### src/rtl/pwm_pkg.sv
// Shared constants for the PWM/timer configuration sequencer.
// Register map, ctrl bit positions, FSM encodings and reset defaults.
package pwm_pkg;

   localparam logic [3:0] ADR_CTRL = 4'd0;
   localparam logic [3:0] ADR_DIV  = 4'd1;
   localparam logic [3:0] ADR_PER  = 4'd2;
   localparam logic [3:0] ADR_DC   = 4'd3;

   localparam int CTRL_EN  = 2;
   localparam int CTRL_IRQ = 5;
   localparam int CTRL_RST = 7;

   localparam logic [15:0] PER_RST = 16'h03E8;
   localparam logic [15:0] DC_RST  = 16'h0000;

   typedef enum logic [2:0] {
      ST_IDLE,
      ST_CHECK,
      ST_WR,
      ST_DONE,
      ST_FAIL
   } seq_state_e;

   typedef enum logic [1:0] {
      WP_IDLE,
      WP_WR,
      WP_WAIT_ACK,
      WP_GAP
   } wp_state_e;

   typedef enum logic [1:0] {
      OP_START,
      OP_DC,
      OP_STOP
   } op_e;

endpackage

### src/rtl/pwm_wb_write_port.sv
// Single Wishbone write engine: WR, WAIT_ACK, GAP with ack timeout.
// o_done marks the GAP cycle so a following request chains with no bubble.
module pwm_wb_write_port
   import pwm_pkg::*;
#(
   parameter int TIMEOUT_CYC = 16,
   parameter int DW          = 16
) (
   input  logic          i_clk,
   input  logic          i_rst_n,
   input  logic          i_req,
   input  logic [3:0]    i_adr,
   input  logic [DW-1:0] i_data,
   input  logic          i_wb_ack,
   output logic          o_wb_cyc,
   output logic          o_wb_stb,
   output logic          o_wb_we,
   output logic [3:0]    o_wb_adr,
   output logic [DW-1:0] o_wb_data,
   output logic          o_done,
   output logic          o_timeout
);

   localparam int CW = $clog2(TIMEOUT_CYC);

   wp_state_e     st_q;
   logic [CW-1:0] cnt_q;
   logic          last_wait;

   assign last_wait = (cnt_q == CW'(TIMEOUT_CYC - 1));
   assign o_done    = (st_q == WP_GAP);
   assign o_timeout = (st_q == WP_WAIT_ACK) && !i_wb_ack && last_wait;

   always_ff @(posedge i_clk or negedge i_rst_n) begin
      if (!i_rst_n) begin
         st_q      <= WP_IDLE;
         cnt_q     <= '0;
         o_wb_cyc  <= 1'b0;
         o_wb_stb  <= 1'b0;
         o_wb_we   <= 1'b0;
         o_wb_adr  <= '0;
         o_wb_data <= '0;
      end else begin
         unique case (st_q)
            WP_IDLE, WP_GAP: begin
               if (i_req) begin
                  st_q      <= WP_WR;
                  o_wb_cyc  <= 1'b1;
                  o_wb_stb  <= 1'b1;
                  o_wb_we   <= 1'b1;
                  o_wb_adr  <= i_adr;
                  o_wb_data <= i_data;
               end else begin
                  st_q <= WP_IDLE;
               end
            end
            WP_WR: begin
               st_q  <= WP_WAIT_ACK;
               cnt_q <= '0;
            end
            WP_WAIT_ACK: begin
               if (i_wb_ack || last_wait) begin
                  st_q     <= i_wb_ack ? WP_GAP : WP_IDLE;
                  o_wb_cyc <= 1'b0;
                  o_wb_stb <= 1'b0;
                  o_wb_we  <= 1'b0;
               end else begin
                  cnt_q <= cnt_q + 1'b1;
               end
            end
            default: st_q <= WP_IDLE;
         endcase
      end
   end

endmodule

### src/rtl/pwm_cfg_sequencer.sv
// Request FSM for the PWM timer: validates requests and walks the
// register write list through the single-write engine.
module pwm_cfg_sequencer
   import pwm_pkg::*;
#(
   parameter int TIMEOUT_CYC = 16,
   parameter int DW          = 16
) (
   input  logic          i_clk,
   input  logic          i_rst_n,
   input  logic          i_start,
   input  logic          i_dc_upd,
   input  logic          i_stop,
   input  logic [7:0]    i_cfg_ctrl,
   input  logic [DW-1:0] i_cfg_div,
   input  logic [DW-1:0] i_cfg_period,
   input  logic [DW-1:0] i_cfg_dc,
   output logic          o_wb_cyc,
   output logic          o_wb_stb,
   output logic          o_wb_we,
   output logic [3:0]    o_wb_adr,
   output logic [DW-1:0] o_wb_data,
   input  logic          i_wb_ack,
   output logic          o_busy,
   output logic          o_done,
   output logic          o_err
);

   seq_state_e    st_q;
   op_e           op_q;
   logic [2:0]    idx_q, last_q, req_idx;
   logic [7:0]    ctrl_q;
   logic [DW-1:0] div_q, per_q, dc_q, per_lat_q;
   logic          reject, wp_req, wp_done, wp_timeout;
   logic [3:0]    wr_adr;
   logic [DW-1:0] wr_data;

   always_comb begin
      reject = 1'b0;
      case (op_q)
         OP_START: reject = (div_q == '0) || (dc_q > per_q);
         OP_DC:    reject = (dc_q > per_lat_q);
         default:  reject = 1'b0;
      endcase
   end

   // Index 0 and 4 both target ctrl: stop first, final image last.
   assign req_idx = (st_q == ST_CHECK) ? idx_q : idx_q + 3'd1;
   assign wp_req  = ((st_q == ST_CHECK) && !reject) ||
                    ((st_q == ST_WR) && wp_done && (idx_q != last_q));

   always_comb begin
      wr_adr  = ADR_CTRL;
      wr_data = '0;
      case (req_idx)
         3'd1: begin wr_adr = ADR_DIV; wr_data = div_q; end
         3'd2: begin wr_adr = ADR_PER; wr_data = per_q; end
         3'd3: begin wr_adr = ADR_DC;  wr_data = dc_q;  end
         3'd4: begin
            wr_data[7:0]     = ctrl_q;
            wr_data[CTRL_IRQ] = 1'b0;
         end
         default: ;
      endcase
   end

   always_ff @(posedge i_clk or negedge i_rst_n) begin
      if (!i_rst_n) begin
         st_q      <= ST_IDLE;
         op_q      <= OP_STOP;
         idx_q     <= '0;
         last_q    <= '0;
         ctrl_q    <= '0;
         div_q     <= '0;
         per_q     <= DW'(PER_RST);
         dc_q      <= DW'(DC_RST);
         per_lat_q <= DW'(PER_RST);
         o_busy    <= 1'b0;
         o_done    <= 1'b0;
         o_err     <= 1'b0;
      end else begin
         o_done <= 1'b0;
         unique case (st_q)
            ST_IDLE: begin
               if (i_stop || i_start || i_dc_upd) begin
                  st_q   <= ST_CHECK;
                  o_busy <= 1'b1;
                  o_err  <= 1'b0;
                  ctrl_q <= i_cfg_ctrl;
                  div_q  <= i_cfg_div;
                  per_q  <= i_cfg_period;
                  dc_q   <= i_cfg_dc;
                  if (i_stop) begin
                     op_q <= OP_STOP;  idx_q <= 3'd0; last_q <= 3'd0;
                  end else if (i_start) begin
                     op_q <= OP_START; idx_q <= 3'd0; last_q <= 3'd4;
                  end else begin
                     op_q <= OP_DC;    idx_q <= 3'd3; last_q <= 3'd3;
                  end
               end
            end
            ST_CHECK: begin
               if (reject) begin
                  st_q  <= ST_FAIL;
                  o_err <= 1'b1;
               end else begin
                  st_q <= ST_WR;
               end
            end
            ST_WR: begin
               if (wp_timeout) begin
                  st_q  <= ST_FAIL;
                  o_err <= 1'b1;
               end else if (wp_done) begin
                  if (idx_q == last_q) begin
                     st_q   <= ST_DONE;
                     o_done <= 1'b1;
                     if (op_q == OP_START) per_lat_q <= per_q;
                  end else begin
                     idx_q <= idx_q + 3'd1;
                  end
               end
            end
            ST_DONE, ST_FAIL: begin
               st_q   <= ST_IDLE;
               o_busy <= 1'b0;
            end
            default: st_q <= ST_IDLE;
         endcase
      end
   end

   pwm_wb_write_port #(
      .TIMEOUT_CYC(TIMEOUT_CYC),
      .DW         (DW)
   ) u_wp (
      .i_clk    (i_clk),
      .i_rst_n  (i_rst_n),
      .i_req    (wp_req),
      .i_adr    (wr_adr),
      .i_data   (wr_data),
      .i_wb_ack (i_wb_ack),
      .o_wb_cyc (o_wb_cyc),
      .o_wb_stb (o_wb_stb),
      .o_wb_we  (o_wb_we),
      .o_wb_adr (o_wb_adr),
      .o_wb_data(o_wb_data),
      .o_done   (wp_done),
      .o_timeout(wp_timeout)
   );

endmodule
### config.mk
export PLATFORM = sky130hd
export DESIGN_NAME = pwm_cfg_sequencer
export DESIGN_NICKNAME = d
export VERILOG_FILES = /design/src/rtl/pwm_pkg.sv /design/src/rtl/pwm_wb_write_port.sv /design/src/rtl/pwm_cfg_sequencer.sv
export SDC_FILE = /design/constraint.sdc
export NUM_CORES = 1
export LEC_CHECK = 0
export CAP_MARGIN = 5
export CELL_PAD_IN_SITES_DETAIL_PLACEMENT = 2
export CELL_PAD_IN_SITES_GLOBAL_PLACEMENT = 2
export CORE_ASPECT_RATIO = 0.75
export CORE_MARGIN = 8
export CORE_UTILIZATION = 37
export CTS_BUF_LIST = sky130_fd_sc_hd__clkbuf_2 sky130_fd_sc_hd__clkbuf_4 sky130_fd_sc_hd__clkbuf_8
export DETAILED_ROUTE_END_ITERATION = 16
export PLACE_DENSITY = 0.89
export SYNTH_ARGS = -nofsm -noshare
export SYNTH_HDL_FRONTEND = slang
export SYNTH_SLANG_ARGS = --single-unit
### constraint.sdc
create_clock -name i_clk -period 5.67 [get_ports i_clk]
set_input_delay 0.8505 -clock i_clk [delete_from_list [all_inputs] [get_ports i_clk]]
set_output_delay 0.8505 -clock i_clk [all_outputs]
set_load 0.05 [all_outputs]
Word-level counts from Yosys, hierarchy flattened
Cells that the tools add are included.

storage, ports and cells
  ROM bits = 0
  RAM bits = 0
  flip-flop bits (word level) = 113
  logic and storage cells = 121
  memories kept = 0
  latch bits = 0
  output and inout port bits = 26

cells by class
  equality and inequality tests = 26
  magnitude comparators = 2
  multiply operators = 0
  shifts and indexed selects = 0
  $add $sub $neg = 2
  divide/modulo/power cells = 0
  multiplexer cells = 41
  bitwise operators = 1
  reduce and logical (&&, ||, !) cells = 32

operator list
  operator             count
  $mux 3               12
  $gt 16x16->1         2
  $pmux 8 s4           1
  $pmux 8 s3           1
  $logic_not 16->1     1
  $ne 2x2->1 const B   7
  $eq 3x2->1 const B   4
  $mux 1               12
  $pmux 2 s3           2
  $mux 2               5
  $reduce_and 5->1     2
  $pmux 3 s3           1
  $pmux 4 s2           1
  $reduce_and 2->1     4
  $reduce_bool 2->1    4
  $eq 3x1->1 const B   2
  $eq 3x3->1 const B   2
  $pmux 1 s2           3
  $pmux 3 s2           1
  $reduce_and 3->1     2
  $logic_and 1x1->1    5
  $logic_or 1x1->1     5
  $add 4x1->4 const B  1
  $eq 2x1->1 const B   2
  other kinds (17)     22

Longest topological paths before layout
  word-level depth = 8
  gate-level depth with buffers = 11
  gate-level depth less buffers = 9

By module
A second synthesis with hierarchy kept.

second synthesis, totals
  cell total of the unflattened synthesis = 602
  area, all modules = 5665.4 um2

by module, submodules not included
  module             instances  seq. area each (um2)  area each (um2)  cells each
  pwm_cfg_sequencer  1          2093.3                4443.0           510
  pwm_wb_write_port  1          675.6                 1222.4           92

Worst setup path before layout
No wires, ideal clock.

  path kind = register to register
  from = reg per_q[7]
  to = reg u_wp.o_wb_adr[1]
  setup slack = 3.181 ns
  path buffers = 2
  data arrival time = 2.364 ns
  required time = 5.545 ns
  cell stages (with the launch flop) = 11
  clock period less this slack = 2.489 ns
  library setup time = 0.125 ns
  cell sequence = dfstp_2 > inv_1 > ha_1 > a21oi_1 > o21ai_0 > o311ai_0 > a32o_1 > o21a_1 > buf_6 > buf_12 > mux2_4

between the ends
  longest elaborated chain between the ends = 7

RTL lines
  item                               RTL line                 RTL
  start: declaration                 pwm_cfg_sequencer.sv:33  logic [DW-1:0] div_q, per_q, dc_q, per_lat_q;
  start signal: assignment           pwm_cfg_sequencer.sv:75  per_q <= DW'(PER_RST);
  start signal: assignment           pwm_cfg_sequencer.sv:91  per_q <= i_cfg_period;
  $gt 16x16->1                       pwm_cfg_sequencer.sv:41  OP_START: reject = (div_q == '0) || (dc_q > per_q);
  $logic_or 1x1->1                   pwm_cfg_sequencer.sv:41
  $pmux 1 s2                         pwm_cfg_sequencer.sv:40  case (op_q)
  $logic_not 1->1                    pwm_cfg_sequencer.sv:49  assign wp_req = ((st_q == ST_CHECK) && !reject) ||
  $logic_and 1x1->1                  pwm_cfg_sequencer.sv:49
  $logic_or 1x1->1                   pwm_cfg_sequencer.sv:49
  $reduce_and 2->1 (no source line)  n/a
  end signal: assignment             pwm_wb_write_port.sv:51  o_wb_adr <= i_adr;
  end: declaration                   pwm_wb_write_port.sv:18  output logic [3:0] o_wb_adr,

Every way passes these cells.
A chain may end at the register's enable or synchronous reset.

Worst setup path in the final report
  from = reg per_q[9]
  to = reg u_wp.o_wb_data[6]

between the ends
  longest elaborated chain between the ends = 7

RTL lines
  item                               RTL line                 RTL
  $gt 16x16->1                       pwm_cfg_sequencer.sv:41
  $logic_or 1x1->1                   pwm_cfg_sequencer.sv:41
  $pmux 1 s2                         pwm_cfg_sequencer.sv:40
  $logic_not 1->1                    pwm_cfg_sequencer.sv:49
  $logic_and 1x1->1                  pwm_cfg_sequencer.sv:49
  $logic_or 1x1->1                   pwm_cfg_sequencer.sv:49
  $reduce_and 2->1 (no source line)  n/a
  end signal: assignment             pwm_wb_write_port.sv:52  o_wb_data <= i_data;
  end: declaration                   pwm_wb_write_port.sv:19  output logic [DW-1:0] o_wb_data,

Every way passes these cells.

==> flow_summary.ini <==
[routing]
wl_um = 20850
dr.pass1.iters = 7
drc = 0
drtIter0Drc = 322
vias_per_cell = 5.566
vias = 4904
routedWlPerCell_um = 23.67
ant_nets = 0

[min_path]
whs_path_depth = 2
worst_hold_path_type = reg2reg

[final_layout]
area_delta_synth_final_pct = 21.11
stdcell_count = 881
n_fill_cell = 1592
diodes = 0
layout-drive-gt1-share_pct = 8.223
final_nets = 775

[timing]
final_max_slew_viol_count = 0
slew_headroom_pct = 13.66
finalSetupViolCount = 0
rsz0062_at_grt = false
worstMarginPinSlew_ns = 1.295
post-route-worst-setup-slack_ns = 1.988
setup_tns_ns = 0
fmax_mhz = 271.6
final_hold_viol_count = 0
fin_crit_ns = 3.682
min_period_over_period_pct = 64.95
clock_skew_ns = 0.008821

[grt]
grt_first_pass_wirelength_um = 32930
grt_pass1_vias = 5698
antenna_found_initial = 0
grt_use_total_pct = 22.47
grt_max_degree = 73
grt-ovfl-total = 0

[floorplan]
start_util_pct = 38.17
num_rows = 38
dieWidth_um = 157.5
core_area_um2 = 14550
io_pins = 88
fp.dieH_um = 122.1
die_area_um2 = 19220

[clock_network]
cts_resized = 0
cts_max_path_buffers = 2
post_cts_buffers = 0
clk_pin_slew_worst_paths_ns = 0.11
cts_made_buffers = 9
cts_root_buf = clkbuf_8
numClockSinks = 108
cts_hold_buf = 0
htree_levels = 3
clock_latency_ns = 0.40
cts_tree = done

[power_and_ir_drop]
internal-power_w = 0.0009833
power_density_nw_per_um2 = 193.1
seq_power_share_pct = 59.3
switching_share_pct = 24.29
clockPowerShare_pct = 35.7
p_sw_w = 0.0003155
ir_drop_mv = 0.09992
total_power_w = 0.001299
cellLeakagePower_nw = 3.232
p_comb_share_pct = 5.0

[synthesis]
yosysUniqueCellTypes = 54
ys_seq_elements = 108
avgSynthCellArea_um2 = 9.209
yosysWarnings = 0
synthCells = 603
synth_edf_count = 0
synth_area_um2 = 5553
synthArstFlopShare_pct = 100.0
ys.flop_type = dfrtp_1
synth-seq-area-share_pct = 48.96

[critical_path]
r2r_cells = 8
critical_path_arrival_ns = 3.98
crit_type = reg2reg
regToRegSetupSlack_ns = 1.99
crit_path_cell_trace = inv_1, ha_1, a21oi_1, o21ai_0, o311ai_0, a32o_1, o21a_1, mux2_2
crit_slowest_cell = o21a_1
crit_path_end_kind = flip-flop
crit_required_ns = 5.96
max_stage_delay_ns = 1.01
start_kind = flip-flop
cp_max_fo = 18

[placement]
dp_hpwl_um = 15500
placed_cells = 865
place_ws_ns = 1.998
place_congestion = 0.8578
io_buffers = 84

[run]
cap_violations = 0

[outcome]
status = completed
==> layer usage <==
| layer | routed length [um] | vias to the layer above | global-route usage (%) |
|---|---|---|---|
| li1 | - | 2184 | - |
| met1 | 8917 | 2505 | 27.24 |
| met2 | 9926 | 160 | 37.22 |
| met3 | 1177 | 55 | 5.874 |
| met4 | 830 | 0 | 10.14 |
| met5 | 0 | - | 0 |
==> placed cells by master, fill, tap and decap left out, types with 5 or more instances in the layout <==
| cell type | n |
|---|---|
| a222oi_1 | 16 |
| nand4_1 | 7 |
| dfstp_2 | 13 |
| a21oi_1 | 19 |
| clkdlybuf4s50_1 | 83 |
| mux2i_1 | 10 |
| ha_1 | 37 |
| dfrtp_1 | 95 |
| nor2_1 | 9 |
| nand3_1 | 5 |
| mux2_2 | 9 |
| nand2_1 | 192 |
| inv_1 | 51 |
| buf_4 | 6 |
| o21ai_0 | 44 |
| clkbuf_8 | 10 |
==> critical path, delay by kind of cell, from the launching register on <==
| family | cells | cell delay, ns |
|---|---|---|
| adder cells (fa/ha/maj) | 1 | 0.34 |
| buffers and inverters | 1 | 0.09 |
| AO/OA/AOI/OAI | 5 | 2.16 |
| flip-flops | 1 | 0.55 |
| multiplexers | 1 | 0.43 |
==> per-stage QoR <==
stage          hold WS [ns]  cell area [um2]  util [%]
2_1_floorplan        0.4436             5557         -
3_3_place_gp         0.4576             6539     44.94
3_5_place_dp         0.4648             6539     44.94
4_1_cts              0.4871             6725     46.22
5_1_grt              0.5062             6725     46.22
6_report             0.4899             6725     46.22
==> cells in the mapped netlist, types with 3 or more instances <==
cell / instances / area [um2]
nand3_1: 5 / 25.02
ha_1: 37 / 462.9
mux2_2: 9 / 101.4
a21oi_1: 19 / 95.09
o21ai_0: 44 / 220.2
clkbuf_1: 18 / 67.56
inv_1: 51 / 191.4
buf_4: 4 / 30.03
xnor2_1: 3 / 26.28
o211ai_1: 4 / 30.03
a21o_1: 3 / 22.52
nand4_1: 7 / 43.79
o31ai_1: 3 / 22.52
buf_2: 4 / 20.02
a222oi_1: 16 / 160.2
nor4_1: 4 / 25.02
mux2i_1: 10 / 100.1
dfrtp_1: 95 / 2377
a31oi_1: 3 / 18.77
nor3_1: 4 / 20.02
dfstp_2: 13 / 341.6
o21ai_1: 5 / 25.02
nor2_1: 9 / 33.78
nand2_1: 192 / 720.7
==> sequential cells by signal (all words and copies together), names as in the netlist, 2 cells and up <==
register and cells:
dc_q 16, div_q 16, per_lat_q 16, per_q 16, u_wp.o_wb_data 16, ctrl_q 7, u_wp.cnt_q 4, idx_q 3
st_q 3, op_q 2, u_wp.o_wb_adr 2, u_wp.st_q 2
==> area by class of cell <==
class                      count  area [um2]  area share (%)
clock buffer                  10       137.6           2.047
sequential                   108        2719           40.43
tap                          200       250.2           3.721
multi-input combinational    417        2502           37.21
clock inverter                 6       48.80          0.7256
inverter                      51       191.4           2.847
timing repair buffer          89       875.8           13.02
==> final timing paths <==
kind,start,to
setup / recovery,per_q[9],u_wp.o_wb_data[6]
hold / removal,op_q[1],op_q[1]
setup reg to reg,per_q[9],u_wp.o_wb_data[6]
hold reg to reg,op_q[1],op_q[1]
max in group asynchronous,i_rst_n,ctrl_q[0]
min in group asynchronous,i_rst_n,dc_q[10]
==> power groups by stage <==
stage	Clock, W	Combinational [W]	Sequential (W)
final	0.000464	0.0000645	0.000770
after detailed placement	0	0.0000648	0.000785
after CTS	0.000479	0.0000656	0.000770
after global placement	0	0.0000634	0.000785
after floorplan	0	0.00000556	0.000785
after global routing	0.000504	0.0000694	0.000770
==> cells by family after synthesis <==
kind of cell,synth area share (%)
xor+xnor,0.4733
simple gates,18.72
other cells,0.06753
flops,48.96
fa+ha+maj,8.337
mux,4.304
buf+inv,6.129
compound gates,13.00
(Power assumes the default switching activity.)
